## config.mk

```make
export PLATFORM = sky130hd
export DESIGN_NAME = ram_arbiter
export DESIGN_NICKNAME = d
export VERILOG_FILES = /design/src/rtl/pkg_arb.sv /design/src/rtl/pkg_ram.sv /design/src/rtl/arb_pick.sv /design/src/rtl/ram_arbiter.sv
export SDC_FILE = /design/constraint.sdc
export NUM_CORES = 1
export LEC_CHECK = 0
export ABC_AREA = 1
export BUFFER_PORTS_ARGS = -buffer_cell sky130_fd_sc_hd__buf_2
export CAP_MARGIN = 25
export CORE_AREA = 2 2 236 238
export CTS_CLUSTER_SIZE = 25
export DETAILED_ROUTE_END_ITERATION = 10
export DIE_AREA = 0 0 238 240
export GPL_TIMING_DRIVEN = 0
export HOLD_SLACK_MARGIN = 0.05
export PLACE_DENSITY_LB_ADDON = 0.25
export SLEW_MARGIN = 15
export SYNTH_ARGS = -nofsm -noshare
export SYNTH_HDL_FRONTEND = slang
export SYNTH_SLANG_ARGS = --single-unit
```

## constraint.sdc

```tcl
create_clock -name clk -period 3.8 [get_ports clk]
set_input_delay 0.19 -clock clk [delete_from_list [all_inputs] [get_ports clk]]
set_output_delay 0.19 -clock clk [all_outputs]
set_load 0.02 [all_outputs]
```

## src/rtl/pkg_arb.sv

```systemverilog
// Arbiter FSM states, requester identifiers and latency counter width.
package pkg_arb;
  localparam int LAT_CNT_W = 3;

  typedef enum logic [1:0] {ARB_IDLE, ARB_ISSUE, ARB_WAIT, ARB_DONE} state_t;
  typedef enum logic [1:0] {ARB_NONE, ARB_LDR, ARB_CU, ARB_DAT} master_t;
endpackage

```

## src/rtl/pkg_ram.sv

```systemverilog
// RAM device access types shared by the RAM device and its requesters.
package pkg_ram;
  localparam int RAM_ADDRW = 16;

  typedef enum logic [1:0] {RAM_NOP, RAM_FETCH, RAM_STORE} op_t;
  typedef enum logic [1:0] {RAM_SZ_B, RAM_SZ_H, RAM_SZ_W, RAM_SZ_D} size_t;
endpackage

```

## src/rtl/arb_pick.sv

```systemverilog
// Winner select: loader has fixed priority, CU/DAT alternate when both request.
module arb_pick
  import pkg_arb::*;
(
  input  logic    ldr_req_i,
  input  logic    cu_req_i,
  input  logic    dat_req_i,
  input  master_t rr_last_i,
  output master_t winner_o
);

  always_comb begin
    winner_o = ARB_NONE;
    if (ldr_req_i) begin
      winner_o = ARB_LDR;
    end else if (cu_req_i && dat_req_i) begin
      winner_o = (rr_last_i == ARB_CU) ? ARB_DAT : ARB_CU;
    end else if (cu_req_i) begin
      winner_o = ARB_CU;
    end else if (dat_req_i) begin
      winner_o = ARB_DAT;
    end
  end

endmodule

```

## src/rtl/ram_arbiter.sv

```systemverilog
// Shares one RAM device between loader, CU fetch and data bus via req/ack,
// registering the winning request and timing the RAM read latency.
module ram_arbiter
  import pkg_ram::*;
  import pkg_arb::*;
#(
  parameter int ADDR_W  = RAM_ADDRW,
  parameter int DATA_W  = 64,
  parameter int RAM_LAT = 1
) (
  input  logic              clk,
  input  logic              rst_n,
  input  logic              ldr_req,
  input  op_t               ldr_op,
  input  size_t             ldr_size,
  input  logic [ADDR_W-1:0] ldr_addr,
  input  logic [DATA_W-1:0] ldr_wdata,
  output logic              ldr_gnt,
  output logic              ldr_ack,
  output logic [DATA_W-1:0] ldr_rdata,
  input  logic              cu_req,
  input  op_t               cu_op,
  input  size_t             cu_size,
  input  logic [ADDR_W-1:0] cu_addr,
  input  logic [DATA_W-1:0] cu_wdata,
  output logic              cu_gnt,
  output logic              cu_ack,
  output logic [DATA_W-1:0] cu_rdata,
  input  logic              dat_req,
  input  op_t               dat_op,
  input  size_t             dat_size,
  input  logic [ADDR_W-1:0] dat_addr,
  input  logic [DATA_W-1:0] dat_wdata,
  output logic              dat_gnt,
  output logic              dat_ack,
  output logic [DATA_W-1:0] dat_rdata,
  output op_t               ram_op,
  output size_t             ram_size,
  output logic [ADDR_W-1:0] ram_addr,
  output logic [DATA_W-1:0] ram_wdata,
  input  logic [DATA_W-1:0] ram_rdata,
  output logic              busy
);

  localparam logic [LAT_CNT_W-1:0] LAT_INIT = LAT_CNT_W'(RAM_LAT - 1);
  localparam logic [LAT_CNT_W-1:0] LAT_ONE  = LAT_CNT_W'(1);

  state_t                state_q, state_d;
  master_t               owner_q, owner_d, rr_last_q, rr_last_d, winner;
  op_t                   op_q, op_d;
  size_t                 size_q, size_d;
  logic [ADDR_W-1:0]     addr_q, addr_d;
  logic [DATA_W-1:0]     wdata_q, wdata_d;
  logic [LAT_CNT_W-1:0]  lat_cnt_q, lat_cnt_d;
  logic [DATA_W-1:0]     ldr_rdata_q, ldr_rdata_d;
  logic [DATA_W-1:0]     cu_rdata_q, cu_rdata_d;
  logic [DATA_W-1:0]     dat_rdata_q, dat_rdata_d;

  arb_pick u_pick (
    .ldr_req_i (ldr_req),
    .cu_req_i  (cu_req),
    .dat_req_i (dat_req),
    .rr_last_i (rr_last_q),
    .winner_o  (winner)
  );

  always_ff @(posedge clk or negedge rst_n) begin
    if (!rst_n) begin
      state_q     <= ARB_IDLE;
      owner_q     <= ARB_NONE;
      rr_last_q   <= ARB_DAT;
      op_q        <= RAM_NOP;
      size_q      <= RAM_SZ_B;
      addr_q      <= '0;
      wdata_q     <= '0;
      lat_cnt_q   <= '0;
      ldr_rdata_q <= '0;
      cu_rdata_q  <= '0;
      dat_rdata_q <= '0;
    end else begin
      state_q     <= state_d;
      owner_q     <= owner_d;
      rr_last_q   <= rr_last_d;
      op_q        <= op_d;
      size_q      <= size_d;
      addr_q      <= addr_d;
      wdata_q     <= wdata_d;
      lat_cnt_q   <= lat_cnt_d;
      ldr_rdata_q <= ldr_rdata_d;
      cu_rdata_q  <= cu_rdata_d;
      dat_rdata_q <= dat_rdata_d;
    end
  end

  always_comb begin
    state_d     = state_q;
    owner_d     = owner_q;
    rr_last_d   = rr_last_q;
    op_d        = op_q;
    size_d      = size_q;
    addr_d      = addr_q;
    wdata_d     = wdata_q;
    lat_cnt_d   = lat_cnt_q;
    ldr_rdata_d = ldr_rdata_q;
    cu_rdata_d  = cu_rdata_q;
    dat_rdata_d = dat_rdata_q;
    ram_op      = RAM_NOP;
    ldr_ack     = 1'b0;
    cu_ack      = 1'b0;
    dat_ack     = 1'b0;

    case (state_q)
      ARB_IDLE: begin
        case (winner)
          ARB_LDR: begin
            op_d = ldr_op; size_d = ldr_size; addr_d = ldr_addr; wdata_d = ldr_wdata;
          end
          ARB_CU: begin
            op_d = cu_op; size_d = cu_size; addr_d = cu_addr; wdata_d = cu_wdata;
          end
          ARB_DAT: begin
            op_d = dat_op; size_d = dat_size; addr_d = dat_addr; wdata_d = dat_wdata;
          end
          default: ;
        endcase
        if (winner != ARB_NONE) begin
          owner_d = winner;
          state_d = ARB_ISSUE;
        end
      end
      ARB_ISSUE: begin
        ram_op    = op_q;
        lat_cnt_d = LAT_INIT;
        state_d   = (RAM_LAT > 1) ? ARB_WAIT : ARB_DONE;
      end
      ARB_WAIT: begin
        lat_cnt_d = lat_cnt_q - LAT_ONE;
        if (lat_cnt_q == LAT_ONE) state_d = ARB_DONE;
      end
      ARB_DONE: begin
        // RAM data_out is valid only in this cycle; capture it for the owner.
        case (owner_q)
          ARB_LDR: begin
            ldr_ack = 1'b1;
            if (op_q == RAM_FETCH) ldr_rdata_d = ram_rdata;
          end
          ARB_CU: begin
            cu_ack = 1'b1;
            if (op_q == RAM_FETCH) cu_rdata_d = ram_rdata;
          end
          ARB_DAT: begin
            dat_ack = 1'b1;
            if (op_q == RAM_FETCH) dat_rdata_d = ram_rdata;
          end
          default: ;
        endcase
        if (owner_q == ARB_CU || owner_q == ARB_DAT) rr_last_d = owner_q;
        state_d = ARB_IDLE;
      end
      default: state_d = ARB_IDLE;
    endcase
  end

  assign busy      = (state_q != ARB_IDLE);
  assign ldr_gnt   = busy && (owner_q == ARB_LDR);
  assign cu_gnt    = busy && (owner_q == ARB_CU);
  assign dat_gnt   = busy && (owner_q == ARB_DAT);
  assign ram_size  = size_q;
  assign ram_addr  = addr_q;
  assign ram_wdata = wdata_q;
  assign ldr_rdata = ldr_rdata_q;
  assign cu_rdata  = cu_rdata_q;
  assign dat_rdata = dat_rdata_q;

endmodule

```

==> flow_metrics.tcl, run 1 <==
set metrics [dict create \
    status "finished clean" \
    fillers 5759 \
    rows 86 \
    clkLatencyLatePin_ps 560 \
    yosysTopAreaCell "dfrtp_1" \
    cts.sinks 285 \
    peakVddDrop_mv 0.476 \
    netlist_instances 1669 \
    io_buffers 602 \
    final_layout_size_suffix_gt1_frac 0.278 \
    seq_power_share 0.326 \
    worstHoldPathType "in -> reg" \
    worstSetupPathType "reg -> reg" \
    ff2ff_path_depth 9 \
    critPathCaptureType "flip-flop" \
    placed_cells 2978 \
    switching_share 0.435 \
    clockBufferDepth 3 \
    syn_nets 1997 \
    power_frac_comb 0.465 \
    grt_overflow_total 0 \
    core_area_mm2 0.0547 \
    maxCapViolCount 0 \
    root_buffer "clkbuf_16" \
    place_area_mm2 0.0173 \
    layout_common_cells "627 x buf_2, 378 x nand2_1, 283 x dfrtp_1" \
    first_global_vias 15100 \
    leakagePower_nw 11.0 \
    antenna_found_initial 3 \
    rsz0062_at_grt "false" \
    gr-usage-all-layers 0.200 \
    cts_buffers 35 \
    ys_seq_elements 285 \
    syn_to_final_growth_pct 54.5 \
    grt_pass1_wl_um 87800 \
    h-tree-depth 2 \
    fin_crit_sh 0.749 \
    p_sw_w 0.00716 \
    arrival_ps 3330 \
    max_slew.worst_pin.slew_ps 887 \
    gp_congestion 0.944 \
    viasPerCell 4.53 \
    syn-cell-area_mm2 0.0133 \
    synth.yosys.seq_area_share 0.535 \
    dr.pass1.iters 8 \
    grt_max_degree 90 \
    critPathLaunchType "flip-flop" \
    synth_top_area_frac 0.531 \
    postLayoutCoreUtil 0.377 \
    die-area_mm2 0.0571 \
    ant_nets 0 \
    finalCriticalPeriod_ps 2850 \
    yosys.cell_types.count 22 \
    postSynthAreaPerCell_um2 7.99 \
    route.detailed.drc 0 \
    final_common_cell "buf_2" \
    final-setup-viol-count 0 \
    max-slew-margin-rel 0.409 \
    clock_power_share 0.208 \
    finalInstanceArea_mm2 0.0206 \
    synth_warnings 0 \
    internal-power_w 0.00930 \
    hold_violations 0 \
    drv_slew 0 \
    tritoncts "built" \
    via_count 14700 \
    die_h_um 240 \
    synth_area_leaders "dfrtp_1 53%, nand2_1 11%, o21ai_0 7.4%, inv_1 7.0%, nand3_1 6.3%" \
    path_clk_slew_ps 50 \
    drtIter0Drc 834 \
    die_w_um 238 \
    required_ps 4280 \
    nets 2851 \
    initial_core_util 0.244 \
    wl_um 59300 \
    routedWlPerCell_um 18.2 \
    cp_max_fo 10 \
    layout.cells.non_filler 3250 \
    ioPinCount 604 \
    pwr_density_cell_mw_per_mm2 799 \
    whs_path_depth 5 \
    fin_skew_ps 37.9 \
    dp_hpwl_um 45000 \
    fmax_mhz 351 \
]
-- cell usage after synthesis --
| cell | n |
|---|---|
| a21oi_1 | 3 |
| a21oi_2 | 1 |
| buf_1 | 6 |
| buf_2 | 26 |
| buf_6 | 1 |
| clkbuf_1 | 82 |
| dfrtp_1 | 283 |
| dfstp_2 | 2 |
| ha_1 | 7 |
| inv_1 | 247 |
| inv_2 | 3 |
| nand2_1 | 378 |
| nand2_2 | 1 |
| nand3_1 | 169 |
| nand4_1 | 84 |
| nor2_1 | 90 |
| nor3_1 | 3 |
| o21ai_0 | 198 |
| o22ai_1 | 1 |
| or2_1 | 60 |
| or2_2 | 23 |
| xor2_1 | 1 |
-- cells by family after synthesis --
group                      synth area share
AOI/OAI and AO/OA                    0.0766
DFF                                   0.535
buffers and inverters                 0.106
adders and majority gates           0.00657
xor gates and xnor gates           0.000657
and+or+nand+nor                       0.275
-- timing repair --
action                    in CTS  in global routing
buffers inserted               0                  0
hold buffers                 212                  0
hold endpoints to repair     465                  0
gates resized for setup        0                  0
-- power by group through the flow --
stage	Sequential [W]	Combinational, W	Clock (W)
detailed placement	0.00539	0.00732	0
global route	0.00554	0.00840	0.00365
finish	0.00537	0.00766	0.00343
CTS	0.00538	0.00772	0.00352
floorplan	0.00710	0.00247	0
global placement	0.00534	0.00726	0
-- area by class of cell --
type | count | area [µm²] | area share
Multi-Input combinational cell | 1019 | 4790 | 0.232
Antenna cell | 1 | 2.50 | 0.000121
Buffer | 115 | 472 | 0.0229
Clock buffer | 54 | 1020 | 0.0494
Sequential cell | 285 | 7130 | 0.346
Inverter | 250 | 938 | 0.0456
Clock inverter | 5 | 140 | 0.00680
Tap cell | 704 | 881 | 0.0428
Timing Repair Buffer | 817 | 5230 | 0.254
-- stage by stage --
stage | power, W | hold slack, ps | setup TNS (ps) | setup slack, ps
floorplan | 0.00957 | -106 | 0 | 2050
global placement | 0.0126 | 442 | -833370 | -3000
detailed placement | 0.0127 | 86.5 | 0 | 1240
CTS | 0.0166 | 50.6 | 0 | 866
global route | 0.0176 | 70.1 | 0 | 666
finish | 0.0165 | 74.6 | 0 | 952
-- critical path: stages, from the launching register on --
cell           delay (ps)
dfstp_2               520
nand2_1                50
nand2_1               180
buf_2                 370
clkbuf_1              710
nand4_1               170
nand3_1               150
dlygate4sd3_1         560
nand2_1                50
inv_1                  40
-- registers in the layout (all words and copies together), names as in the netlist --
signal     count
cu_rdata      64
ram_size       2
ram_addr      16
ldr_rdata     64
ram_wdata     64
lat_cnt_q      3
owner_q        2
rr_last_q      2
state_q        2
dat_rdata     64
op_q           2
-- per-layer routing --
| layer | routed length, µm | GRT usage |
|---|---|---|
| met1 | 23600 | 0.231 |
| met2 | 27800 | 0.340 |
| met3 | 5340 | 0.0683 |
| met4 | 2480 | 0.0831 |
| met5 | 46 | 0 |
-- worst paths after layout --
path                                from       endpoint  slack, ps
max reg2reg                 rr_last_q[1]  ram_wdata[60]        950
max                         rr_last_q[1]  ram_wdata[60]        950
min                        dat_wdata[34]  ram_wdata[34]         70
max in group asynchronous          rst_n  ram_wdata[12]       2440
min reg2reg                 rr_last_q[1]   rr_last_q[1]        450
min in group asynchronous          rst_n  ldr_rdata[45]        100
No activity file was read; power rests on OpenSTA's default activity.
==> run 2: changes to the inputs <==
--- a/config.mk
+++ b/config.mk
@@ -8,10 +8,10 @@
 export ABC_AREA = 1
 export BUFFER_PORTS_ARGS = -buffer_cell sky130_fd_sc_hd__buf_2
 export CAP_MARGIN = 25
-export CORE_AREA = 2 2 236 238
+export CORE_AREA = 2 2 234 236
 export CTS_CLUSTER_SIZE = 25
 export DETAILED_ROUTE_END_ITERATION = 10
-export DIE_AREA = 0 0 238 240
+export DIE_AREA = 0 0 236 238
 export GPL_TIMING_DRIVEN = 0
 export HOLD_SLACK_MARGIN = 0.05
 export PLACE_DENSITY_LB_ADDON = 0.25
==> constraint.sdc (replaced) <==
create_clock -name clk -period 2.95 [get_ports clk]
set_input_delay 0.1475 -clock clk [delete_from_list [all_inputs] [get_ports clk]]
set_output_delay 0.1475 -clock clk [all_outputs]
set_load 0.02 [all_outputs]
==> run 2 against run 1 <==
Against the previous run: combinational power increased by 28%; via count down 1.1%; clock power rose by 33%; clock skew down 18 ps; first-iteration DRC count fell by 8.3%; non-clock buffer count up 7; largest power group unchanged; register-to-register slack worse by 800 ps; fmax increased by 1.7%; core utilization increased by 1.1 points; routed wire length hardly changed; sequential share of layout area fell by 0.20 points; count of clock-buffer cells in the layout is the same.
==> flow_metrics.tcl, run 2 (synthesis results as in run 1) <==
set metrics [dict create \
    pwr_density_cell_mw_per_mm2 1030 \
    post_cts_buffers 0 \
    path_clk_slew_ps 60 \
    cts_buffers 36 \
    layout_common_cells "628 x buf_2, 378 x nand2_1, 283 x dfrtp_1" \
    worstHoldPathType "in -> reg" \
    die-area_mm2 0.0562 \
    via_count 14600 \
    drv_slew 0 \
    gr-usage-all-layers 0.206 \
    routedWlPerCell_um 18.2 \
    antenna_found_initial 2 \
    layout.cells.non_filler 3253 \
    grt_pass1_wl_um 89700 \
    grt_max_degree 98 \
    wl_um 59300 \
    fmax_mhz 357 \
    final-setup-viol-count 0 \
    maxCapViolCount 0 \
    placed_cells 2970 \
    finalCriticalPeriod_ps 2800 \
    required_ps 3430 \
    clkLatencyLatePin_ps 550 \
    root_buffer "clkbuf_16" \
    viasPerCell 4.47 \
    first_global_vias 15300 \
    syn_to_final_growth_pct 55.5 \
    critPathLaunchType "flip-flop" \
    final_common_cell "buf_2" \
    die_h_um 238 \
    dr.pass1.iters 5 \
    drtIter0Drc 765 \
    final_layout_size_suffix_gt1_frac 0.281 \
    arrival_ps 3280 \
    core_area_mm2 0.0535 \
    initial_core_util 0.249 \
    die_w_um 236 \
    critPathCaptureType "flip-flop" \
    gp_congestion 0.948 \
    cts.sinks 285 \
    clockBufferDepth 3 \
    finalInstanceArea_mm2 0.0207 \
    nets 2859 \
    io_buffers 602 \
    status "finished clean" \
    tritoncts "built" \
    fin_skew_ps 20.3 \
    worstSetupPathType "reg -> reg" \
    fin_ws_ps 149 \
    ioPinCount 604 \
    h-tree-depth 2 \
    ctsResizeCount 0 \
    max-slew-margin-rel 0.393 \
    place_ws_ps 295 \
    grt_overflow_total 0 \
    place_area_mm2 0.0173 \
    route.detailed.drc 0 \
    ant_nets 0 \
    leakagePower_nw 11.0 \
    peakVddDrop_mv 0.551 \
    cts_hold_buf 219 \
    dp_hpwl_um 44900 \
    rsz0062_at_grt "false" \
    cp_max_fo 10 \
    max_slew.worst_pin.slew_ps 910 \
    fin_crit_sh 0.949 \
    rows 85 \
    hold_violations 0 \
]
## run 2: cell types whose count changed in the layout (fill, tap and decap cells not counted), sizes merged
| cell | previous run | this run |
|---|---|---|
| buf | 638 | 639 |
| clkinv | 1 | 6 |
| dlygate4sd3 | 212 | 218 |
| inv | 251 | 250 |
## run 2: per-stage QoR
stage	TNS, ps	util	hold slack [ps]	total power, W
6_report	0	0.387	71.1	0.0213
4_1_cts	0	0.387	55.0	0.0216
3_3_place_gp	-1065910	0.322	439	0.0162
2_1_floorplan	0	-	-148	0.0123
3_5_place_dp	0	0.324	-0.465	0.0163
5_1_grt	0	0.387	70.0	0.0228
## run 2: critical path, stage by stage (launching register included)
cell           delay [ps]
dfstp_2               530
nand2_1                50
nand2_1               190
buf_2                 380
clkbuf_1              640
nand4_1               170
nand3_1               130
dlygate4sd3_1         550
nand2_1                50
inv_1                  40
## run 2: final cells by class
cell class                      count  area [µm²]
Fill cell                        5547       32800
Sequential cell                   285        7130
Timing Repair Buffer              824        5290
Multi-Input combinational cell   1019        4790
Clock buffer                       54        1070
Inverter                          250         938
Tap cell                          696         871
Buffer                            115         472
Clock inverter                      9         156
Antenna cell                        1        2.50
## run 2: power breakdown
group          leakage [nW]  internal, W  total (W)  switching (W)
Sequential             3.21      0.00586    0.00693        0.00107
Combinational          7.22      0.00348    0.00983        0.00635
Clock                 0.600      0.00278    0.00455        0.00177
## run 2: path summary, 6_finish.rpt
check / slack, ps / startpoint / depth (start not counted) / endpoint
min reg2reg: 460 / rr_last_q[1] / 2 / rr_last_q[1]
min in group asynchronous: 190 / rst_n / 3 / cu_rdata[47]
max in group asynchronous: 1780 / rst_n / 4 / ram_wdata[1]
max: 150 / rr_last_q[1] / 9 / ram_wdata[60]
min: 70 / dat_wdata[56] / 5 / ram_wdata[56]
max reg2reg: 150 / rr_last_q[1] / 9 / ram_wdata[60]
## run 2: per-layer routing
layer | GRT usage | wire length, µm
met4 | 0.0820 | 2370
met2 | 0.349 | 28000
met1 | 0.243 | 24000
met5 | 0 | 0
met3 | 0.0633 | 5000
==> run 3: changes to the inputs <==
--- a/config.mk
+++ b/config.mk
@@ -12,9 +12,8 @@
 export CTS_CLUSTER_SIZE = 25
 export DETAILED_ROUTE_END_ITERATION = 10
 export DIE_AREA = 0 0 236 238
-export GPL_TIMING_DRIVEN = 0
+export GPL_TIMING_DRIVEN = 1
 export HOLD_SLACK_MARGIN = 0.05
-export PLACE_DENSITY_LB_ADDON = 0.25
 export SLEW_MARGIN = 15
 export SYNTH_ARGS = -nofsm -noshare
 export SYNTH_HDL_FRONTEND = slang
==> run 3 against run 2 <==
Against the previous run: sequential share of layout area rose by 0.26 points; via count fell by 2.0%; die area did not move; global-route usage fell by 3.9 points; worst hold slack improved by 110 ps; clock skew fell by 11 ps; sequential power barely moved; power fell by 3.9%; critical path depth fell by 1; core utilization fell by 0.29 points; combinational power fell by 2.6%; fmax rose by 0.52%.
==> flow_metrics.tcl, run 3 (synthesis results as in run 1) <==
set metrics [dict create \
    die-area_mm2 0.0562 \
    core_area_mm2 0.0535 \
    critPathLaunchType "flip-flop" \
    clkLatencyLatePin_ps 560 \
    die_h_um 238 \
    maxCapViolCount 0 \
    tns_ps 0 \
    pwr_density_cell_mw_per_mm2 995 \
    postLayoutCoreUtil 0.385 \
    p_sw_w 0.00868 \
    arrival_ps 3290 \
    wl_um 48900 \
    layout_common_cells "600 x buf_2, 373 x nand2_1, 283 x dfrtp_1" \
    root_buffer "clkbuf_16" \
    multi_input_area_mm2 0.00483 \
    fin_crit_sh 0.945 \
    io_buffers 603 \
    dr.pass1.iters 7 \
    switching_share 0.424 \
    status "finished clean" \
    clock_power_share 0.196 \
    fillers 5372 \
    dp_hpwl_um 34100 \
    grt_overflow_total 0 \
    seq_area_mm2 0.00713 \
    worstSetupPathType "reg -> reg" \
    grt_max_degree 129 \
    finalCriticalPeriod_ps 2790 \
    cts.sinks 285 \
    route.detailed.drc 0 \
    seq_power_share 0.337 \
    ant_nets 0 \
    internal-power_w 0.0118 \
    cts_buffers 31 \
    initial_core_util 0.249 \
    leakagePower_nw 11.0 \
    power_frac_comb 0.467 \
    drtIter0Drc 745 \
    ioPinCount 604 \
    gr-usage-all-layers 0.167 \
    routedWlPerCell_um 15.4 \
    max_slew.worst_pin.slew_ps 1010 \
    final-setup-viol-count 0 \
    gp_congestion 0.941 \
    path_clk_slew_ps 60 \
    syn_to_final_growth_pct 54.3 \
    hold_violations 0 \
    final_layout_size_suffix_gt1_frac 0.289 \
    final_common_cell "buf_2" \
    peakVddDrop_mv 0.627 \
    required_ps 3460 \
    clockBufferDepth 3 \
    critPathCaptureType "flip-flop" \
    rows 85 \
    grt_pass1_wl_um 75900 \
    via_count 14300 \
    antenna_found_initial 2 \
    post_cts_buffers 0 \
    first_global_vias 14600 \
    worstHoldPathType "in -> async" \
    die_w_um 236 \
    fmax_mhz 359 \
    max-slew-margin-rel 0.326 \
    rsz0062_at_grt "false" \
    cp_max_fo 85 \
    fin_skew_ps 9.54 \
    nets 2783 \
    viasPerCell 4.49 \
    drv_slew 0 \
    tritoncts "built" \
    h-tree-depth 1 \
]
run 3: changes by cell type in the layout (fill, tap and decap cells not counted), sizes merged:
cell,delta
clkbuf,-89
buf,-6
clkinv,-2
inv,+2
dlygate4sd3,+17
run 3: path summary, 6_finish.rpt:
check,start,end,slack (ps),cells after the start
worst max-delay path,rr_last_q[1],ram_wdata[13],160,8
worst min-delay path,rst_n,dat_rdata[49],180,2
worst max register to register,rr_last_q[1],ram_wdata[13],160,8
worst min register to register,rr_last_q[1],rr_last_q[1],450,2
max in group asynchronous,rst_n,ldr_rdata[21],1820,4
min in group clk,cu_req,owner_q[1],270,5
run 3: layer usage:
| metal | up-vias | GRT usage | wire length [µm] |
|---|---|---|---|
| met5 | - | 0 | 13 |
| met4 | 2 | 0.0760 | 2130 |
| met3 | 130 | 0.0512 | 4580 |
| met2 | 699 | 0.290 | 23300 |
| met1 | 6627 | 0.187 | 18900 |
| li1 | 6806 | - | - |
run 3: worst max-delay path, stage by stage (launching register included):
cell and delay [ps]:
dfstp_2 530, nand2_1 80, nand2_4 70, buf_4 740, nand4_1 380, nand3_1 200
dlygate4sd3_1 560, nand2_1 50, inv_1 40
run 3: area by class of cell:
cell class	count	share of cell area
antenna	1	0.000122
inverter	250	0.0456
clock inverter	9	0.00620
sequential	285	0.347
tap	696	0.0423
timing repair buffer	868	0.279
clock buffer	47	0.0450
multi-input combinational	1019	0.235
run 3: stage by stage:
stage,cells,instance area [µm²],worst slack [ps],power [W],hold WS (ps)
after detailed placement,2883,17200,777,0.0160,190
after CTS,3174,20600,248,0.0207,160
after floorplan,1669,13300,1200,0.0123,-148
after global routing,3174,20600,134,0.0220,189
after global placement,2883,17200,830,0.0158,184
final,3175,20600,164,0.0205,177
run 3: power groups by stage:
| stage | logic, W | registers [W] | clock network (W) |
|---|---|---|---|
| 3_5_place_dp | 0.00907 | 0.00692 | 0 |
| 4_1_cts | 0.00965 | 0.00691 | 0.00413 |
| 3_3_place_gp | 0.00894 | 0.00687 | 0 |
| 2_1_floorplan | 0.00318 | 0.00914 | 0 |
| 5_1_grt | 0.0105 | 0.00715 | 0.00429 |
| 6_report | 0.00957 | 0.00690 | 0.00400 |
run 3: repair_timing:
item | CTS | global route
gates resized for setup | 0 | 1
endpoints found under the hold margin | 386 | 0
setup endpoints to repair | 0 | 1
hold buffers | 235 | 0
